### src/rtl/cntr_gray_pkg.sv
// Shared types and constants for the Gray-counter enable sequencer.
package cntr_gray_pkg;

  localparam int unsigned DEF_WIDTH = 4;

  localparam logic MODE_BURST = 1'b0;
  localparam logic MODE_CONT  = 1'b1;

  // ST_FLUSH is the one-cycle transit after the last burst pulse, holding busy
  // while the final step check lands before done is raised.
  typedef enum logic [2:0] {
    ST_IDLE,
    ST_PULSE,
    ST_GAP,
    ST_FLUSH,
    ST_DONE
  } seq_state_t;

endpackage

### src/rtl/gray_step_chk.sv
// Combinational check that two Gray count words differ in exactly one bit.
module gray_step_chk #(
  parameter int unsigned WIDTH = 4
) (
  input  logic [WIDTH-1:0] count_a,
  input  logic [WIDTH-1:0] count_b,
  output logic             one_step
);

  logic [WIDTH-1:0] diff;

  // A single set bit is a nonzero power of two: clearing the lowest set bit leaves zero.
  always_comb begin
    diff     = count_a ^ count_b;
    one_step = (diff != '0) && ((diff & (diff - WIDTH'(1))) == '0);
  end

endmodule

### src/rtl/cntr_gray_seq.sv
// Enable sequencer for cntr_gray: programmed bursts or continuous runs of cen
// pulses with a programmable gap, plus a one-bit-per-step check on the count.
module cntr_gray_seq
  import cntr_gray_pkg::*;
#(
  parameter int unsigned WIDTH  = DEF_WIDTH,
  parameter int unsigned STEP_W = 8,
  parameter int unsigned GAP_W  = 4
) (
  input  logic              clk,
  input  logic              rst_n,
  input  logic              start,
  input  logic              mode,
  input  logic [STEP_W-1:0] steps,
  input  logic [GAP_W-1:0]  gap,
  input  logic              abort,
  input  logic [WIDTH-1:0]  count_in,
  output logic              cen,
  output logic              busy,
  output logic              done,
  output logic              err
);

  seq_state_t        state_q, state_nx;
  logic              mode_q, mode_nx;
  logic [STEP_W-1:0] steps_q, steps_nx;
  logic [GAP_W-1:0]  gap_q, gap_nx;
  logic [GAP_W-1:0]  gcnt_q, gcnt_nx;
  logic [WIDTH-1:0]  prev_q;
  logic              chk_pend_q;
  logic              accept;
  logic              step_ok;

  gray_step_chk #(
    .WIDTH (WIDTH)
  ) u_chk (
    .count_a  (count_in),
    .count_b  (prev_q),
    .one_step (step_ok)
  );

  always_comb begin
    state_nx = state_q;
    mode_nx  = mode_q;
    steps_nx = steps_q;
    gap_nx   = gap_q;
    gcnt_nx  = gcnt_q;
    accept   = 1'b0;

    unique case (state_q)
      ST_IDLE: begin
        if (start && !abort) begin
          accept   = 1'b1;
          mode_nx  = mode;
          steps_nx = steps;
          gap_nx   = gap;
          if (mode == MODE_BURST && steps == '0) state_nx = ST_DONE;
          else                                   state_nx = ST_PULSE;
        end
      end
      ST_PULSE: begin
        if (mode_q == MODE_BURST) steps_nx = steps_q - STEP_W'(1);
        if (mode_q == MODE_BURST && steps_q == STEP_W'(1)) begin
          state_nx = ST_FLUSH;
        end else if (gap_q == '0) begin
          state_nx = ST_PULSE;
        end else begin
          state_nx = ST_GAP;
          gcnt_nx  = gap_q;
        end
      end
      ST_GAP: begin
        gcnt_nx = gcnt_q - GAP_W'(1);
        if (gcnt_q == GAP_W'(1)) state_nx = ST_PULSE;
      end
      ST_FLUSH: state_nx = ST_DONE;
      ST_DONE:  state_nx = ST_IDLE;
      default:  state_nx = ST_IDLE;
    endcase

    if (abort && state_q != ST_IDLE) state_nx = ST_IDLE;
  end

  always_ff @(posedge clk or negedge rst_n) begin
    if (!rst_n) begin
      state_q <= ST_IDLE;
      mode_q  <= MODE_BURST;
      steps_q <= '0;
      gap_q   <= '0;
      gcnt_q  <= '0;
    end else begin
      state_q <= state_nx;
      mode_q  <= mode_nx;
      steps_q <= steps_nx;
      gap_q   <= gap_nx;
      gcnt_q  <= gcnt_nx;
    end
  end

  // Outputs are registered from the next state so cen never glitches.
  always_ff @(posedge clk or negedge rst_n) begin
    if (!rst_n) begin
      cen  <= 1'b0;
      busy <= 1'b0;
      done <= 1'b0;
    end else begin
      cen  <= (state_nx == ST_PULSE);
      busy <= (state_nx == ST_PULSE) || (state_nx == ST_GAP) || (state_nx == ST_FLUSH);
      done <= (state_nx == ST_DONE);
    end
  end

  // The check trails every cen cycle by one, independent of state, so the
  // last burst pulse and a pulse in an abort cycle are both still checked.
  always_ff @(posedge clk or negedge rst_n) begin
    if (!rst_n) begin
      chk_pend_q <= 1'b0;
      prev_q     <= '0;
      err        <= 1'b0;
    end else begin
      chk_pend_q <= cen;
      if (accept) begin
        err    <= 1'b0;
        prev_q <= count_in;
      end else if (chk_pend_q) begin
        if (!step_ok) err <= 1'b1;
        prev_q <= count_in;
      end
    end
  end

endmodule

### config.mk
export PLATFORM = sky130hd
export DESIGN_NAME = cntr_gray_seq
export DESIGN_NICKNAME = d
export VERILOG_FILES = /design/src/rtl/cntr_gray_pkg.sv /design/src/rtl/gray_step_chk.sv /design/src/rtl/cntr_gray_seq.sv
export SDC_FILE = /design/constraint.sdc
export NUM_CORES = 1
export LEC_CHECK = 0
export BUFFER_PORTS_ARGS = -buffer_cell sky130_fd_sc_hd__buf_2
export CAP_MARGIN = 20
export CORE_ASPECT_RATIO = 0.7
export CORE_MARGIN = 4
export CORE_UTILIZATION = 27
export CTS_CLUSTER_SIZE = 24
export DETAILED_ROUTE_END_ITERATION = 8
export SETUP_SLACK_MARGIN = 0.2
export SLEW_MARGIN = 0
export SYNTH_ARGS = -nofsm -noshare
export SYNTH_HDL_FRONTEND = slang
export SYNTH_SLANG_ARGS = --single-unit
### constraint.sdc
create_clock -name clk -period 1.75 [get_ports clk]
set_clock_uncertainty 0.1 [all_clocks]
set_input_delay 0.0875 -clock clk [delete_from_list [all_inputs] [get_ports clk]]
set_output_delay 0.0875 -clock clk [all_outputs]
set_load 0.005 [all_outputs]
# == Word-level counts from Yosys, hierarchy flattened ==
# Cells that the tools add are included.
# totals
in_bits,21
mem_bits_ro,0
latch_bits,0
mem_bits_rw,0
word_cells,73
out_inout_bits,4
reg_bits,29
n_memories,0
# classes
eq_ne,14
bitwise_logic,4
mux,20
magnitude_cmp,0
multipliers,0
reduce_logical,21
n_div,0
n_addsub,3
shift,0
# op_table
operator,n
4-bit 2-to-1 mux,4
8-bit 2-to-1 mux,2
8-bit one-hot mux with 2 select lines,1
3-bit by 2-bit == test with 1-bit output (second input constant),4
3-bit 2-to-1 mux,4
3-bit one-hot mux with 4 select lines,1
2-bit != test (second input constant),5
8-bit by 1-bit == test with 1-bit output (second input constant),1
4-bit logical NOT,2
8-bit logical NOT,1
4-bit one-hot mux with 2 select lines,1
4-bit by 1-bit subtractor with 4-bit output (second input constant),2
8-bit by 1-bit subtractor with 8-bit output (second input constant),1
3-bit by 1-bit == test with 1-bit output (second input constant),2
3-bit AND reduction,2
2-bit nonzero test,3
1-bit logical AND,5
1-bit 2-to-1 mux,5
4-bit AND,1
4-bit by 1-bit == test with 1-bit output (second input constant),1
2-bit 2-to-1 mux,2
2-bit AND reduction,2
4-bit nonzero test,1
4-bit bitwise XOR,1
6 further kinds,8

# == Longest topological paths before layout ==
# depth
word_depth,9
depth_mapped,6
mapped_depth_nobuf,6

# == By module ==
# From an unflattened synthesis, not the netlist that was laid out.
# unflattened
hier_cells,170
area_unflattened_um2,1565.3
# modules_own_cells
mod,n_inst,area_per_inst_um2,seq_area_each_um2,cells_per_inst
cntr_gray_seq,1,1492.7,725.7,161
gray_step_chk,1,72.6,0.0,9

# == Worst setup path after synthesis ==
# Ideal clock, no wire load.
# synth_path
path_kind,reg2reg
start,register steps_q[0]
end,register cen
stages_incl_launch_ff,6
slack_ns,0.017
arrival_time_ns,1.511
cell_sequence,dfrtp_1 > ha_1 > nor2b_1 > and3_4 > a221o_1 > a2111oi_1
# synth_between
elab_chain_len,6
# synth_rtl
item,line_no,source
start: declaration,cntr_gray_seq.sv:26,"logic [STEP_W-1:0] steps_q, steps_nx;"
start signal: assignment,cntr_gray_seq.sv:94,steps_q <= steps_nx;
8-bit by 1-bit == test with 1-bit output,cntr_gray_seq.sv:63,if (mode_q == MODE_BURST && steps_q == STEP_W'(1)) begin
1-bit logical AND,cntr_gray_seq.sv:63,
2-bit 2-to-1 mux,cntr_gray_seq.sv:63,
3-bit one-hot mux with 4 select lines,cntr_gray_seq.sv:50,unique case (state_q)
3-bit 2-to-1 mux,cntr_gray_seq.sv:81,if (abort && state_q != ST_IDLE) state_nx = ST_IDLE;
3-bit by 1-bit == test with 1-bit output,cntr_gray_seq.sv:107,cen <= (state_nx == ST_PULSE);
end signal: assignment,cntr_gray_seq.sv:107,
end: declaration,cntr_gray_seq.sv:18,"output logic cen,"
# No other way between the ends.
# A chain may end at the register's enable or synchronous reset.

# == Worst setup path after layout ==
# layout_path
start,register steps_q[1]
end,register cen
# The elaborated chain is that of the path after synthesis.

==> summary.txt <==
Status
  – Status: finished clean

Layout
  – Final Non-Filler Cells: 303
  – Most common cell after layout, fill and taps aside: buf_4
  – Layout area overhead: 46.7%
  – Most frequent cells in the layout: buf_4 (26), dfrtp_1 (25), buf_2 (24)
  – ANT cells: 0
  – Final core utilization: 41.2%
  – Share of cells above drive strength 1: 39.9%
  – Nets: 252

Route
  – Initial drt markers: 53
  – Vias per Instance: 4.78
  – DRT antenna net count: 0
  – Via count: 1449
  – Detailed Route WL: 3990 µm
  – Remaining DRCs: 0
  – Routed len/inst: 13.2 µm
  – Drt first pass iters: 4

Clock tree
  – H-Tree Depth: 2
  – Clock sink total: 29
  – Maximum root-to-sink buffer count: 2
  – TritonCTS clock tree: done
  – TritonCTS Buffers: 5
  – Clock transition at the registers of the reported paths: 70 ps
  – CTS root buffer: clkbuf_8
  – Worst-skew pair later-pin latency: 280 ps

Global route
  – Global-route wire length before repair: 6550 µm
  – GRT Total Usage: 11.5%
  – Aggregate global routing overflow: 0
  – Number of global-route vias before repair: 1344
  – Largest net degree at the start of global routing: 30
  – Initial antenna violation count: 0

Worst setup path
  – Worst EP arrival: 1720 ps
  – WP data required: 1830 ps
  – CP Max Fanout: 3
  – WS Path Type: flop to flop
  – CP max stage delay: 390 ps
  – Nature of the critical path endpoint: flop
  – CP startpoint kind: flop
  – CP max stage cell: dfrtp_1
  – CP startpoint: steps_q[1]
  – Crit path cell chain: inv_2 > ha_4 > nor2b_4 > and3_4 > a221o_1 > a2111oi_4
  – Worst reg2reg path startpoint: steps_q[1]
  – WP buf/inv: 1
  – CP top delay family: compound AO/OA/AOI/OAI gates

Hold path
  – Hold crit path type: input port to flop
  – Hold_sp: steps[1]

STA
  – Final Cycle Share: 93.9%
  – Rel. slew slack: 54.7%
  – Final Max Slew Viols: 0
  – Setup TNS: 0 ps
  – Fin crit period: 1640 ps
  – Final Hold Viols: 0
  – Max Clk Rate: 608 MHz
  – Final WS setup: 106 ps
  – Setup violators final: 0
  – RSZ-0062 raised after global routing: yes
  – Worst-Margin Slew: 680 ps

Placement
  – DP Cell Count: 273
  – Buffers added on ports: 24
  – Gp weighted congestion: 0.866
  – Post-DP HPWL: 2830 µm
  – Pre-CTS setup slack: -9.13 ps

Synth
  – Number of synthesized flops with an enable pin: 0
  – Most used DFF post-synth: dfrtp_1
  – Synthesized instance count: 162
  – Post-synthesis sequential area ratio: 44.9%
  – Synthesized Nets: 187
  – Distinct cell type count after synthesis: 48
  – Async S/R FF share, synth: 100%
  – Syn. warnings: 0
  – Post-Synthesis Cell Area: 0.00162 mm²
  – FF+latch count, synth: 29
  – Synth Area per Inst: 9.97 µm²

Floorplan
  – Die X: 100 µm
  – Die Y: 72.7 µm
  – Initial core utilization: 28.1%
  – Die area: 0.00730 mm²
  – Row count: 23
  – I/O pin count: 25
  – Core ar.: 0.00576 mm²

Job
  – Max Cap Violations: 0

Power and ir drop
  – VDD IR max: 647 µV
  – Leak: 0.00101 µW
  – Final Power: 3840 µW
  – Pwr/cell area: 1620 mW/mm²
-- final timing paths --
kind                            slack (ps)    endpoint  cells after the start
worst max-delay path                   110         cen                      6
worst min-delay path                     6  steps_q[1]                      3
worst max register to register         110         cen                      6
worst min register to register         270  chk_pend_q                      0
max in group asynchronous              780  steps_q[4]                      2
min in group asynchronous              280   prev_q[1]                      2
-- cell type report --
type | instances | area (µm²)
fill | 553 | 3390
multi-input combinational | 120 | 948
sequential | 29 | 731
timing repair buffer | 62 | 447
tap | 75 | 93.8
clock buffer | 7 | 86.3
inverter | 9 | 33.8
clock inverter | 1 | 30.0
-- logic make-up (layout without fill, tap and decap cells) --
| kind of cell | after synthesis | in the layout | synth area share (%) |
|---|---|---|---|
| simple gates | 53 | 54 | 18.7 |
| compound gates | 50 | 50 | 21.8 |
| flops | 29 | 29 | 44.9 |
| buf+inv | 14 | 79 | 4.03 |
| xor+xnor | 6 | 6 | 3.25 |
| mux | 6 | 6 | 4.18 |
| fa+ha+maj | 4 | 4 | 3.10 |
-- routing by layer --
layer  routed length, µm  track usage, %  share of wire [%]
met4                   8            2.24               0.20
met3                 249            3.44                6.2
met5                   0               0                  0
met2                1680            15.9                 42
met1                2060            17.4                 52
-- sequential cells by signal, summed over array words and instances (netlist names), 3 cells and up --
signal and cells:
steps_q 8, gap_q 4, gcnt_q 4, state_q 3, prev_q 4
-- metrics by stage --
| stage | instance area [µm²] | hold slack (ps) |
|---|---|---|
| floorplan | 1630 | -308 |
| global placement | 1940 | 52.2 |
| detailed placement | 1940 | 63.3 |
| CTS | 2220 | 1.51 |
| global route | 2370 | 23.5 |
| finish | 2370 | 6.31 |
-- cells in the mapped netlist, types with 4 or more instances --
cell / instances / share of area [%]
nand2_1: 15 / 3.5
ha_1: 4 / 3.1
buf_2: 4 / 1.2
dfrtp_1: 29 / 45
nor2_1: 11 / 2.6
o21ai_1: 7 / 2.2
o21ai_0: 7 / 2.2
nand3_1: 4 / 1.2
xnor2_1: 6 / 3.3
mux2_1: 5 / 3.5
nor2b_1: 4 / 1.5
inv_1: 9 / 2.1
a21oi_1: 9 / 2.8
o2bb2ai_1: 4 / 2.2
-- worst min-delay path, stage by stage --
cell and delay, ps:
buf_2 90, o211ai_1 90, o21ai_1 80
-- repair_timing --
item	4_1_cts	5_1_grt
hold endpoints to repair	38	0
setup endpoints to repair	21	19
gates cloned	0	1
setup buffers	4	7
hold buffers	10	0
pin swaps	3	8
gates resized for setup	10	19
-- report_power, final --
part / switching, µW / total, µW / internal (µW)
Clock: 257 / 721 / 464
Sequential: 300 / 1280 / 978
Combinational: 873 / 1840 / 967
Total: 1430 / 3840 / 2410
Power figures use the tool's default switching activity.
